### config.mk
export PLATFORM = sky130hd
export DESIGN_NAME = fft_bitrev_reader_flat
export DESIGN_NICKNAME = d
export VERILOG_FILES = /design/src/rtl/fft_bitrev_reader_if.sv /design/src/rtl/fft_bitrev_reader.sv /design/src/flat_wrapper.sv
export SDC_FILE = /design/constraint.sdc
export NUM_CORES = 1
export LEC_CHECK = 0
export BUFFER_PORTS_ARGS = -buffer_cell sky130_fd_sc_hd__buf_2
export CAP_MARGIN = 20
export CORE_ASPECT_RATIO = 1.2
export CORE_UTILIZATION = 45
export CTS_BUF_LIST = sky130_fd_sc_hd__clkbuf_4 sky130_fd_sc_hd__clkbuf_8
export CTS_CLUSTER_DIAMETER = 120
export DETAILED_ROUTE_END_ITERATION = 6
export HOLD_SLACK_MARGIN = 0.03
export SYNTH_ARGS = -nofsm -noshare
export SYNTH_HDL_FRONTEND = slang
export SYNTH_SLANG_ARGS = --single-unit
### constraint.sdc
create_clock -name clk -period 13.61 [get_ports clk]
set_input_delay 4.083 -clock clk [delete_from_list [all_inputs] [get_ports clk]]
set_output_delay 4.083 -clock clk [all_outputs]
set_load 0.01 [all_outputs]
### src/rtl/fft_bitrev_reader_if.sv
// Stream bundle for the FFT bit-reverse reader: bit-reversed samples in, natural-order samples out.
// The master side is the producer/consumer pair around the reader; the slave side is the reader.
interface fft_bitrev_reader_if #(
  parameter int NBITS = 16,
  parameter int LOG2N = 4
);
  logic                    in_valid;
  logic                    in_ready;
  logic signed [NBITS-1:0] in_re;
  logic signed [NBITS-1:0] in_im;
  logic                    in_last;
  logic                    out_valid;
  logic                    out_ready;
  logic signed [NBITS-1:0] out_re;
  logic signed [NBITS-1:0] out_im;
  logic [LOG2N-1:0]        out_index;
  logic                    out_last;
  logic                    frame_err;

  modport master (
    output in_valid, in_re, in_im, in_last, out_ready,
    input  in_ready, out_valid, out_re, out_im, out_index, out_last, frame_err
  );

  modport slave (
    input  in_valid, in_re, in_im, in_last, out_ready,
    output in_ready, out_valid, out_re, out_im, out_index, out_last, frame_err
  );
endinterface

### src/rtl/fft_bitrev_reader.sv
// Ping-pong reorder buffer: writes bit-reversed FFT output into one bank while the other
// drains in natural bin order, sustaining one sample per cycle on both sides.

// One bank of the ping-pong buffer: RAM plus its EMPTY/FILLING/FULL occupancy state.
module fft_bitrev_bank #(
  parameter int DW    = 32,
  parameter int LOG2N = 4
) (
  input  logic             clk,
  input  logic             rst_n,
  input  logic             wr_en,
  input  logic             wr_close,
  input  logic [LOG2N-1:0] wr_addr,
  input  logic [DW-1:0]    wr_data,
  input  logic             rd_close,
  input  logic [LOG2N-1:0] rd_addr,
  output logic [DW-1:0]    rd_data,
  output logic             full
);
  typedef enum logic [1:0] {EMPTY, FILLING, FULL} bank_st_t;

  bank_st_t      st;
  logic [DW-1:0] mem [2**LOG2N];

  // Reader and writer never own the same bank in one cycle, so the two events are exclusive here.
  always_ff @(posedge clk) begin
    if (!rst_n)        st <= EMPTY;
    else if (wr_en)    st <= wr_close ? FULL : FILLING;
    else if (rd_close) st <= EMPTY;
  end

  // Contents survive reset; occupancy state alone decides what is valid.
  always_ff @(posedge clk) begin
    if (wr_en) mem[wr_addr] <= wr_data;
  end

  assign rd_data = mem[rd_addr];
  assign full    = (st == FULL);
endmodule

module fft_bitrev_reader #(
  parameter int NBITS   = 16,
  parameter int NPOINTS = 16,
  parameter int LOG2N   = 4
) (
  input logic           clk,
  input logic           rst_n,
  fft_bitrev_reader_if.slave bus
);
  localparam int               NBANKS   = 2;
  localparam logic [LOG2N-1:0] LAST_IDX = LOG2N'(NPOINTS - 1);

  typedef struct packed {
    logic signed [NBITS-1:0] re;
    logic signed [NBITS-1:0] im;
  } samp_t;

  function automatic logic [LOG2N-1:0] bitrev(input logic [LOG2N-1:0] a);
    logic [LOG2N-1:0] r;
    for (int i = 0; i < LOG2N; i++) r[i] = a[LOG2N-1-i];
    return r;
  endfunction

  logic [LOG2N-1:0]         wr_cnt, rd_cnt, wr_addr;
  logic                     wr_bank, rd_bank;
  logic [NBANKS-1:0]        bank_full, bank_wr, bank_rd_close;
  samp_t [NBANKS-1:0]       bank_q;
  samp_t                    wr_data, rd_data;
  logic                     accept, load, wr_close, rd_close;

  assign bus.in_ready = !bank_full[wr_bank];
  assign accept       = bus.in_valid && bus.in_ready;
  assign load         = (!bus.out_valid || bus.out_ready) && bank_full[rd_bank];
  assign wr_close     = accept && (wr_cnt == LAST_IDX);
  assign rd_close     = load && (rd_cnt == LAST_IDX);
  assign wr_addr      = bitrev(wr_cnt);
  assign wr_data      = '{re: bus.in_re, im: bus.in_im};
  assign rd_data      = bank_q[rd_bank];

  generate
    for (genvar b = 0; b < NBANKS; b++) begin : g_bank
      assign bank_wr[b]       = accept && (wr_bank == 1'(b));
      assign bank_rd_close[b] = rd_close && (rd_bank == 1'(b));

      fft_bitrev_bank #(.DW(2*NBITS), .LOG2N(LOG2N)) u_bank (
        .clk      (clk),
        .rst_n    (rst_n),
        .wr_en    (bank_wr[b]),
        .wr_close (wr_close),
        .wr_addr  (wr_addr),
        .wr_data  (wr_data),
        .rd_close (bank_rd_close[b]),
        .rd_addr  (rd_cnt),
        .rd_data  (bank_q[b]),
        .full     (bank_full[b])
      );
    end
  endgenerate

  // Frames close on the sample count; in_last is only cross-checked against it.
  always_ff @(posedge clk) begin
    if (!rst_n) begin
      wr_cnt        <= '0;
      wr_bank       <= 1'b0;
      bus.frame_err <= 1'b0;
    end else begin
      bus.frame_err <= accept && (bus.in_last != (wr_cnt == LAST_IDX));
      if (accept) begin
        wr_cnt <= wr_cnt + 1'b1;
        if (wr_close) wr_bank <= ~wr_bank;
      end
    end
  end

  always_ff @(posedge clk) begin
    if (!rst_n) begin
      rd_cnt        <= '0;
      rd_bank       <= 1'b0;
      bus.out_valid <= 1'b0;
      bus.out_re    <= '0;
      bus.out_im    <= '0;
      bus.out_index <= '0;
      bus.out_last  <= 1'b0;
    end else if (load) begin
      bus.out_valid <= 1'b1;
      bus.out_re    <= rd_data.re;
      bus.out_im    <= rd_data.im;
      bus.out_index <= rd_cnt;
      bus.out_last  <= (rd_cnt == LAST_IDX);
      rd_cnt        <= rd_cnt + 1'b1;
      if (rd_close) rd_bank <= ~rd_bank;
    end else if (bus.out_ready) begin
      bus.out_valid <= 1'b0;
    end
  end
endmodule

### src/flat_wrapper.sv
// flat-port wrapper written by rule: the top's interface ports become plain ports
module fft_bitrev_reader_flat 
#(
  parameter int NBITS   = 16,
  parameter int NPOINTS = 16,
  parameter int LOG2N   = 4
)
  (clk, rst_n, bus_in_valid, bus_in_re, bus_in_im, bus_in_last, bus_out_ready, bus_in_ready, bus_out_valid, bus_out_re, bus_out_im, bus_out_index, bus_out_last, bus_frame_err);
  fft_bitrev_reader_if #(.NBITS(NBITS), .LOG2N(LOG2N)) bus_i ();
  input logic clk;
  input logic rst_n;
  input wire logic [$bits(bus_i.in_valid)-1:0] bus_in_valid;
  input wire logic [$bits(bus_i.in_re)-1:0] bus_in_re;
  input wire logic [$bits(bus_i.in_im)-1:0] bus_in_im;
  input wire logic [$bits(bus_i.in_last)-1:0] bus_in_last;
  input wire logic [$bits(bus_i.out_ready)-1:0] bus_out_ready;
  output wire logic [$bits(bus_i.in_ready)-1:0] bus_in_ready;
  output wire logic [$bits(bus_i.out_valid)-1:0] bus_out_valid;
  output wire logic [$bits(bus_i.out_re)-1:0] bus_out_re;
  output wire logic [$bits(bus_i.out_im)-1:0] bus_out_im;
  output wire logic [$bits(bus_i.out_index)-1:0] bus_out_index;
  output wire logic [$bits(bus_i.out_last)-1:0] bus_out_last;
  output wire logic [$bits(bus_i.frame_err)-1:0] bus_frame_err;
  assign bus_i.in_valid = bus_in_valid;
  assign bus_i.in_re = bus_in_re;
  assign bus_i.in_im = bus_in_im;
  assign bus_i.in_last = bus_in_last;
  assign bus_i.out_ready = bus_out_ready;
  assign bus_in_ready = bus_i.in_ready;
  assign bus_out_valid = bus_i.out_valid;
  assign bus_out_re = bus_i.out_re;
  assign bus_out_im = bus_i.out_im;
  assign bus_out_index = bus_i.out_index;
  assign bus_out_last = bus_i.out_last;
  assign bus_frame_err = bus_i.frame_err;
  fft_bitrev_reader #(.NBITS(NBITS), .NPOINTS(NPOINTS), .LOG2N(LOG2N)) u_core (.clk(clk), .rst_n(rst_n), .bus(bus_i));
endmodule
# Word level (Yosys, flattened, before mapping)
# Memories as Yosys holds them, arrays and structs flattened. A register that Yosys moved wholly into a read port is not among the register bits.
# Index checks and enable logic that the tools add are counted.
# Widths: inputs -> output; s select.
# totals
out_inout_bits	40
regBits	53
in_bits	37
elab_cells	63
n_memories	2
mem_bits_rw	1024
# memory_table
name	words	width	read_ports	rd_ports_with_merged_regs	wr	line_no	source
u_core.g_bank[0].u_bank.mem	16	32	1	1	1	fft_bitrev_reader.sv:23	logic [DW-1:0] mem [2**LOG2N];
u_core.g_bank[1].u_bank.mem	16	32	1	1	1	fft_bitrev_reader.sv:23	
# classes
eq_ne	5
bitwise	2
magnitude_cmp	2
addsub	2
reduce_logical	17
muxes	21
# op_table
cell	n
$mux 32	2
$mux 4	4
$mux 1	10
$mux 2	5
$logic_and 1x1->1	9
$add 4x1->4 const B	2
$eq 4x4->1 const B	2
$reduce_bool 2->1	3
$eq 2x2->1 const B	2
$lt 1x2->1 const B	2
$reduce_and 2->1	2
$logic_not 1->1	2
$not 1->1	2
$logic_or 1x1->1	1
$ne 1x1->1	1

# Depth between registers and ports, before layout
# Gate-level depths: netlist of the first run.
# logic_depth
depth_word	8
mapped_depth	8
mapped_depth_nobuf	5

# Hierarchy
# Synthesis of the first run repeated with hierarchy kept, for this count alone.
# hier_totals
hier_cells	1872
hier_area_um2	40815.4
# modules_own_cells
module	area_each_um2	cells_per_inst	instances	seq_area_each_um2
fft_bitrev_bank (u_core.g_bank[1].u_bank)	19308.5	820	1	15414.8
fft_bitrev_bank (u_core.g_bank[0].u_bank)	19282.2	815	1	15414.8
fft_bitrev_reader	2224.6	237	1	980.9

# Worst setup path before layout of the first run
# No wires, ideal clock.
# synth_timing
kind	input port to flip-flop
start	input port bus_in_valid
end	memory u_core.g_bank[0].u_bank.mem[15][0], enable pin
setup_slack_ps	5638
arrival_ps	7461
cell_stages	2
setup_ps	511
t_required_ps	13099
n_path_buf	0
cell_sequence	inv_1 -> nor4_1
# synth_via
elab_chain_len	4
# synth_rtl
element	line_no	source
from (decl)	flat_wrapper.sv:12	input wire logic [$bits(bus_i.in_valid)-1:0] bus_in_valid;
$logic_and 1x1->1	fft_bitrev_reader.sv:72	assign accept = bus.in_valid && bus.in_ready;
$logic_and 1x1->1	fft_bitrev_reader.sv:82	assign bank_wr[b] = accept && (wr_bank == 1'(b));
$mux 1	fft_bitrev_reader.sv:34	if (wr_en) mem[wr_addr] <= wr_data;
$mux 1 (implied by the code)	fft_bitrev_reader.sv:34	
to (decl)	fft_bitrev_reader.sv:23	
# No other way between the ends.

# Worst setup path in the final report of the first run
# layout_timing
start	register u_core.wr_bank
end	output port bus_in_ready
# layout_via
elab_chain_len	3
# layout_rtl
element	line_no	source
from (decl)	fft_bitrev_reader.sv:65	logic wr_bank, rd_bank;
from (signal assigned)	fft_bitrev_reader.sv:110	if (wr_close) wr_bank <= ~wr_bank;
$mux 1 (implied by the code) (2 in series)	fft_bitrev_reader.sv:71	assign bus.in_ready = !bank_full[wr_bank];
$logic_not 1->1	fft_bitrev_reader.sv:71	
to (decl)	flat_wrapper.sv:17	output wire logic [$bits(bus_i.in_ready)-1:0] bus_in_ready;
# No other way between the ends. The select of a mux whose other input is x is not followed.

==> results of run 1 <==
==> critical path: stages, from the launching register on <==
cell and delay [ns]:
dfxtp_1 0.43, mux2_2 0.40, buf_2 0.15
==> power by group <==
part	switching, µW	total (µW)	internal (µW)
clock	1240	2620	1380
sequential	5.14	3660	3660
combinational	113	137	24.2
==> flip-flops by register name, indices dropped and copies added (netlist names), named ones only <==
name / cells
u_core.bus.frame_err: 1
u_core.rd_cnt: 4
u_core.g_bank.u_bank.st: 4
u_core.g_bank.u_bank.mem: 1024
u_core.bus.out_re: 16
u_core.bus.out_index: 4
u_core.bus.out_last: 1
u_core.rd_bank: 1
u_core.bus.out_valid: 1
u_core.bus.out_im: 16
u_core.wr_cnt: 4
u_core.wr_bank: 1
==> layout make-up <==
type,count,share of cell area
Timing Repair Buffer,106,0.0164
Sequential cell,1081,0.684
Tap cell,1240,0.0333
Antenna cell,6,0.000322
Multi-Input combinational cell,1112,0.197
Clock buffer,230,0.0597
Clock inverter,61,0.00870
Inverter,5,0.000403
==> layout by cell type (no fill, tap or decap), types with 34 or more instances in the layout <==
cell type  Yosys  routed
edfxtp_1    1024    1024
buf_2          1      76
mux2i_1      518     518
a21oi_1      161     161
clkbuf_8       0     169
a22oi_1      256     256
dfxtp_1       57      56
o21ai_0       34      34
clkbuf_4       3      61
clkinv_1       0      36
==> path summary, 6_finish.rpt <==
check / start / endpoint / slack [ns] / depth (start not counted)
worst max-delay path: u_core.wr_bank / bus_in_ready / 7.72 / 2
worst min-delay path: u_core.g_bank[1].u_bank.st[0] / u_core.g_bank[1].u_bank.st[0] / 0.51 / 2
worst max register to register: flip-flop / u_core.bus.out_im[3] / 9.03 / 7
worst min register to register: u_core.g_bank[1].u_bank.st[0] / u_core.g_bank[1].u_bank.st[0] / 0.51 / 2
==> routing by layer <==
| layer | wire length, µm | share of wire |
|---|---|---|
| met5 | 165 | 0.0016 |
| met4 | 2280 | 0.021 |
| met3 | 7940 | 0.075 |
| met2 | 51100 | 0.48 |
| met1 | 44700 | 0.42 |
==> logic make-up (layout without fill, tap and decap cells) <==
family,count (synthesis),count (layout)
buffers and inverters,147,402
XOR/XNOR,7,7
adder cells (fa/ha/maj),5,5
other,0,6
AO/OA/AOI/OAI,460,460
AND/OR/NAND/NOR,121,121
flip-flops,1081,1081
multiplexers,519,519
==> stage by stage <==
stage,total power [µW],hold WS (ns),worst slack (ns),cells
finish,6420,0.514,7.72,3841
global placement,3860,0.495,7.28,3537
CTS,6460,0.523,7.65,3832
detailed placement,3870,0.508,7.15,3541
floorplan,3770,0.478,5.64,2340
global route,6610,0.551,7.62,3838
==> metrics.csv, run 1 <==
metric;value;unit
Total GRT Usage;0.226;
Synth Flop Type;edfxtp_1;
number of synthesized flops with an enable pin;1024;
Cell Area, Synth;41800;µm²
Mean Syn Cell Area;17.8;µm²
final core utilization;0.506;
CP startpoint kind;flip-flop;
pwr/cell area;138;nW/µm²
Finished Cell Area;46600;µm²
post-layout min period;5.89;ns
Yosys cell types;38;
WP data arrival;1.81;ns
Final Hold Fails;0;
Max-cap violations;0;
routed vias;22100;
# resized after CTS;0;
compound-gate portion of the synthesized area;0.0710;
GR Overflow Total;0;
Synth Area in Adders;0.00150;
# setup viols final;0;
largest family of logic cells by synthesized area;multiplexers;
PortBufs;76;
initial antenna violation count;16;
Seq/Total Area, Yosys;0.764;
Simple-Gate Fraction of Synth Area;0.0172;
Post-Route Setup TNS;0;ns
mux contribution to synthesized area;0.124;
Num CTS Buffers;165;
Rows;122;
grt met3 use;0.0582;
Synth Area in XOR/XNOR;0.00147;
Max H-tree Level;4;
Synth Warn #;0;
via/cell ratio;5.75;
Die H;336;µm
Clock Skew;0.0509;ns
DRC Markers;0;
Slew @ Worst Pin;1.11;ns
Async SR Flop Fraction;0;
Clock Sink Count;1081;
IO Pins;77;
unrepaired setup endpoints after global routing;false;
die width;280;µm
Post-CTS Repair Setup Buffers;0;
gp weighted congestion;0.818;
Post-CTS Hold Fix Bufs;0;
CP Max Fanout;6;
routed len/inst;27.6;µm
gr busiest metal;met2;
Yosys top cell area share;0.736;
clk buf depth;3;
DRT antenna net count;0;
vias in the first global route;22100;
dpl hpwl;62.0;mm
Lkg Pwr;0.0139;µW
Layout area overhead;11.6;%
die area;94000;µm²
Post-DP Area;43300;µm²
Min-Delay Path Class;flip-flop to flip-flop;
CTS tree;yes;
largest net degree at the start of global routing;129;
root buf cell;clkbuf_8;
worst setup path class;flip-flop to primary output;
sequential cell area;31900;µm²
Final Cycle Share;0.433;
Peak VDD IR;0.0000710;V
multi-input logic area;9180;µm²
Final nets;2513;
grt met2 use;0.362;
Synth area leader;edfxtp_1;
Initial Util;0.454;
WL final;106;mm
outcome;complete, no violations;
first-pass GRT wire length;152;mm
register bit total from synthesis;1081;
Post-Syn Nets;2382;
most frequent cell after synthesis;edfxtp_1;
top post-synthesis cells by area;edfxtp_1, mux2i_1, a22oi_1;
routing usage on met1;0.301;
Peak Freq;170;MHz
max-slew violations;0;
Initial DRC Count;2057;
DRT Pass-1 Iters;5;
Synth top cells by count;edfxtp_1, mux2i_1, a22oi_1;
relative slew slack;0.257;
worst path required time;9.53;ns
ratio of cells with drive above 1 in the final layout;0.156;
clock latency on the worst-skew pair;0.84;ns
core area;92000;µm²
critical path capture point type;primary output;
Clock transition at path regs;0.06;ns
FILL cells;7522;
cell count after synthesis;2340;
(Power assumes the default switching activity.)
==> inputs of run 2 (changes only) <==
==> constraint.sdc (replaced) <==
create_clock -name clk -period 6 [get_ports clk]
set_input_delay 1.8 -clock clk [delete_from_list [all_inputs] [get_ports clk]]
set_output_delay 1.8 -clock clk [all_outputs]
set_load 0.01 [all_outputs]
==> metrics.csv, run 2 (synthesis results as in run 1) <==
metric;value;unit
Die H;336;µm
clk buf depth;3;
Max H-tree Level;4;
Reg2Reg Depth;6;
GR Overflow Total;0;
Peak VDD IR;0.000216;V
FILL cells;7489;
Clock transition at path regs;0.06;ns
Final Hold Fails;0;
Num CTS Buffers;161;
delay-heaviest family, CP;flip-flops;
Post-CTS Repair Setup Buffers;0;
root buf cell;clkbuf_8;
register-to-register setup slack;2.80;ns
Max-cap violations;0;
unrepaired setup endpoints after global routing;false;
IO Pins;77;
CP Cell Sequence;mux2_2 -> buf_2;
die area;94000;µm²
pwr/cell area;314;nW/µm²
WP data arrival;1.83;ns
# resized after CTS;0;
max-slew violations;0;
routed vias;22000;
reg2reg end;u_core.bus.out_im[0];
DRT Pass-1 Iters;7;
initial antenna violation count;23;
Final WS setup;2.37;ns
Min-Delay Path Class;flip-flop to flip-flop;
outcome;finished, violations left;
worst hold start;u_core.g_bank[1].u_bank.st[0];
Critical-path top delay cell;dfxtp_1;
via/cell ratio;5.69;
commonest non-fill, non-tap cell in the layout;edfxtp_1;
Min-Delay Path Depth;2;
die width;280;µm
relative slew slack;0.294;
Initial Util;0.454;
Worst Setup SP;u_core.wr_bank;
first-pass GRT wire length;152;mm
Initial DRC Count;2169;
ratio of cells with drive above 1 in the final layout;0.164;
Lkg Pwr;0.0140;µW
Bufs and invs on worst path;1;
slowest stage delay, CP;0.45;ns
critical path capture point type;primary output;
Final Cycle Share;0.606;
Total GRT Usage;0.228;
top flop regs;u_core.g_bank.u_bank.mem (1024), u_core.bus.out_im (16), u_core.bus.out_re (16);
max reg flops;1024;
pre-CTS setup slack;1.86;ns
CP startpoint kind;flip-flop;
Peak Freq;275;MHz
Rows;122;
dpl hpwl;64.7;mm
WHS Endpoint;u_core.g_bank[1].u_bank.st[0];
routed len/inst;27.8;µm
worst path required time;4.20;ns
final hold slack;0.522;ns
post-layout min period;3.63;ns
Layout area overhead;12.1;%
PortBufs;76;
failing checks;design-rule violations;
worst setup path class;flip-flop to primary output;
Clock Sink Count;1081;
CP Max Fanout;6;
most frequent cells in the layout;edfxtp_1, mux2i_1, a22oi_1;
CTS tree;yes;
WL final;107;mm
largest net degree at the start of global routing;114;
vias in the first global route;21900;
Post-CTS Hold Fix Bufs;0;
# setup viols final;0;
Clock Skew;0.0445;ns
DRC Markers;6;
most flop-heavy register;u_core.g_bank.u_bank.mem;
Final nets;2513;
power after layout;14700;µW
DRT antenna net count;0;
Slew @ Worst Pin;1.06;ns
Post-Route Setup TNS;0;ns
clock latency on the worst-skew pair;0.84;ns
gp weighted congestion;0.834;
core area;92000;µm²
run 2: tightest hold or removal path, delay by kind of cell, from the launching register on:
kind / cells / cell delay, ns
DFF: 1 / 0.32
and+or+nand+nor: 2 / 0.15
run 2: how the worst max path moves through the flow:
stage	to	cells past startpoint	slack [ns]
2_1_floorplan	u_core.g_bank[0].u_bank.mem[15][0]	2	0.31
6_report	bus_in_ready	2	2.37
3_5_place_dp	u_core.g_bank[0].u_bank.mem[14][25]	4	1.86
5_1_grt	bus_in_ready	2	2.30
3_3_place_gp	u_core.g_bank[0].u_bank.mem[14][30]	4	1.84
4_1_cts	bus_in_ready	2	2.31
run 2: per-layer routing:
metal | routed length, µm | up-vias | global-route usage
li1 | - | 9710 | -
met4 | 4040 | 6 | 0.105
met1 | 44100 | 11200 | 0.300
met2 | 51900 | 835 | 0.367
met5 | 34 | - | 0
met3 | 7010 | 181 | 0.0438
run 2: layout make-up:
| type | count | area (µm²) | area share |
|---|---|---|---|
| Multi-Input combinational cell | 1112 | 9180 | 0.196 |
| Timing Repair Buffer | 110 | 836 | 0.0179 |
| Antenna cell | 11 | 27.5 | 0.000588 |
| Clock buffer | 244 | 2950 | 0.0631 |
| Sequential cell | 1081 | 31900 | 0.681 |
| Inverter | 5 | 18.8 | 0.000401 |
| Clock inverter | 53 | 348 | 0.00743 |
| Tap cell | 1240 | 1550 | 0.0331 |
run 2: power breakdown:
part	total [µW]	internal, µW	leakage [µW]	switching, µW
Sequential	8310	8300	0.00969	11.1
Clock	6050	3280	0.00175	2770
Combinational	318	54.8	0.00255	263
run 2: through the flow:
| step | instance area, µm² | util | instances |
|---|---|---|---|
| floorplan | 41800 | - | 2340 |
| global placement | 43400 | 0.471 | 3542 |
| detailed placement | 43400 | 0.471 | 3543 |
| CTS | 46700 | 0.507 | 3840 |
| global route | 46800 | 0.508 | 3853 |
| finish | 46800 | 0.509 | 3856 |
==> inputs of run 3 (changes only) <==
==> constraint.sdc (replaced) <==
create_clock -name clk -period 3.3 [get_ports clk]
set_input_delay 0.99 -clock clk [delete_from_list [all_inputs] [get_ports clk]]
set_output_delay 0.99 -clock clk [all_outputs]
set_load 0.01 [all_outputs]
==> metrics.csv, run 3 (synthesis results as in run 1) <==
metric;value;unit
Layout area overhead;14.5;%
Clk pwr share;0.418;
# resized after CTS;0;
critical path capture point type;primary output;
Bufs and invs on worst path;1;
Initial Util;0.454;
WP data arrival;1.82;ns
unrepaired setup endpoints after global routing;false;
WL final;107;mm
Num CTS Buffers;164;
ratio of cells with drive above 1 in the final layout;0.191;
CTS tree;yes;
Final Hold Fails;0;
Rows;122;
Final nets;2612;
delay-heaviest family, CP;flip-flops;
most flop-heavy register;u_core.g_bank.u_bank.mem;
Logic pwr share;0.020;
gp weighted congestion;0.833;
first-pass GRT wire length;155;mm
Switching Share;0.204;
Clock transition at path regs;0.06;ns
initial antenna violation count;5;
Peak VDD IR;0.000321;V
pre-CTS setup slack;0.607;ns
Initial DRC Count;2011;
routed len/inst;27.2;µm
CP startpoint kind;flip-flop;
Max H-tree Level;4;
clk buf depth;3;
slowest stage delay, CP;0.46;ns
# setup viols final;0;
Die H;336;µm
die area;94000;µm²
Max-cap violations;0;
Clock Sink Count;1081;
Total GRT Usage;0.229;
NetSw;5470;µW
PortBufs;76;
Critical-path top delay cell;dfxtp_1;
most frequent cells in the layout;edfxtp_1, mux2i_1, a22oi_1;
max-slew violations;0;
FILL cells;7403;
Lkg Pwr;0.0145;µW
multi-input logic area;9210;µm²
Final Cycle Share;0.853;
GR Overflow Total;0;
largest net degree at the start of global routing;82;
Peak Freq;355;MHz
die width;280;µm
via/cell ratio;5.69;
CP Max Fanout;6;
root buf cell;clkbuf_8;
worst path required time;2.31;ns
pwr/cell area;562;nW/µm²
worst setup path class;flip-flop to primary output;
post-layout min period;2.81;ns
DRT Pass-1 Iters;5;
final core utilization;0.519;
clock latency on the worst-skew pair;0.81;ns
Int Pwr;21400;µW
DRC Markers;0;
Final WS setup;0.486;ns
DRT antenna net count;0;
commonest non-fill, non-tap cell in the layout;edfxtp_1;
core area;92000;µm²
sequential cell area;31900;µm²
vias in the first global route;22600;
Min-Delay Path Class;flip-flop to flip-flop;
max reg flops;1024;
routed vias;22400;
sequential power share;0.563;
relative slew slack;0.453;
Clock Skew;0.0262;ns
Post-CTS Hold Fix Bufs;0;
IO Pins;77;
dpl hpwl;65.0;mm
Slew @ Worst Pin;0.821;ns
Post-CTS Repair Setup Buffers;0;
top flop regs;u_core.g_bank.u_bank.mem (1024), u_core.bus.out_im (16), u_core.bus.out_re (16);
Post-Route Setup TNS;0;ns
outcome;complete, no violations;
CP Cell Sequence;mux2_2 -> buf_2;
## run 3: cell types whose count changed in the layout (fill, tap and decap cells not counted), moves of 4 or more
cell,delta
buf_12,+17
buf_4,+79
bufinv_16,+4
clkbuf_4,-5
clkinv_2,-6
diode_2,-7
nor3_2,-5
nor3_4,+4
## run 3: cell type report
type                       instances  area share
clock inverter                    55     0.00947
multi-input combinational       1112       0.193
inverter                           5    0.000393
clock buffer                     238      0.0607
timing repair buffer             206      0.0370
sequential                      1081       0.667
antenna                            4    0.000209
tap                             1240      0.0325
## run 3: power groups by stage
stage               sequential (µW)  combinational (µW)  clock (µW)
CTS                           15100                 536       11400
floorplan                     15400                 153           0
global route                  15100                 565       12000
finish                        15100                 529       11200
global placement              15400                 515           0
detailed placement            15400                 534           0
## run 3: through the flow
step / instance area, µm² / total power [µW] / hold slack (ns) / cells
detailed placement: 44400 / 15900 / 0.506 / 3644
CTS: 47800 / 27100 / 0.461 / 3937
global placement: 44400 / 15900 / 0.501 / 3644
finish: 47800 / 26900 / 0.520 / 3941
global route: 47800 / 27700 / 0.517 / 3938
floorplan: 41800 / 15500 / 0.478 / 2340
## run 3: path summary, 6_finish.rpt
path,from,end,slack (ns),depth (start not counted)
setup / recovery,u_core.wr_bank,bus_in_ready,0.49,2
hold / removal,u_core.wr_cnt[3],u_core.wr_cnt[3],0.52,2
setup reg to reg,flip-flop,u_core.bus.out_im[7],0.69,6
hold reg to reg,u_core.wr_cnt[3],u_core.wr_cnt[3],0.52,2
## run 3: worst reg2reg max path: stages (launching register included)
cell and delay, ns:
dfxtp_1 0.46, nor2b_4 0.64, buf_4 0.42, a22oi_1 0.17, a21oi_1 0.37, or4_1 0.30, a21oi_1 0.11
## run 3: per-layer routing
metal,up-vias,routed length (µm),part of all wire,global-route usage
met5,-,23,0.00021,0
met4,4,3600,0.034,0.0884
met3,184,6320,0.059,0.0381
met2,778,53100,0.49,0.385
met1,11500,44300,0.41,0.298
li1,9903,-,-,-
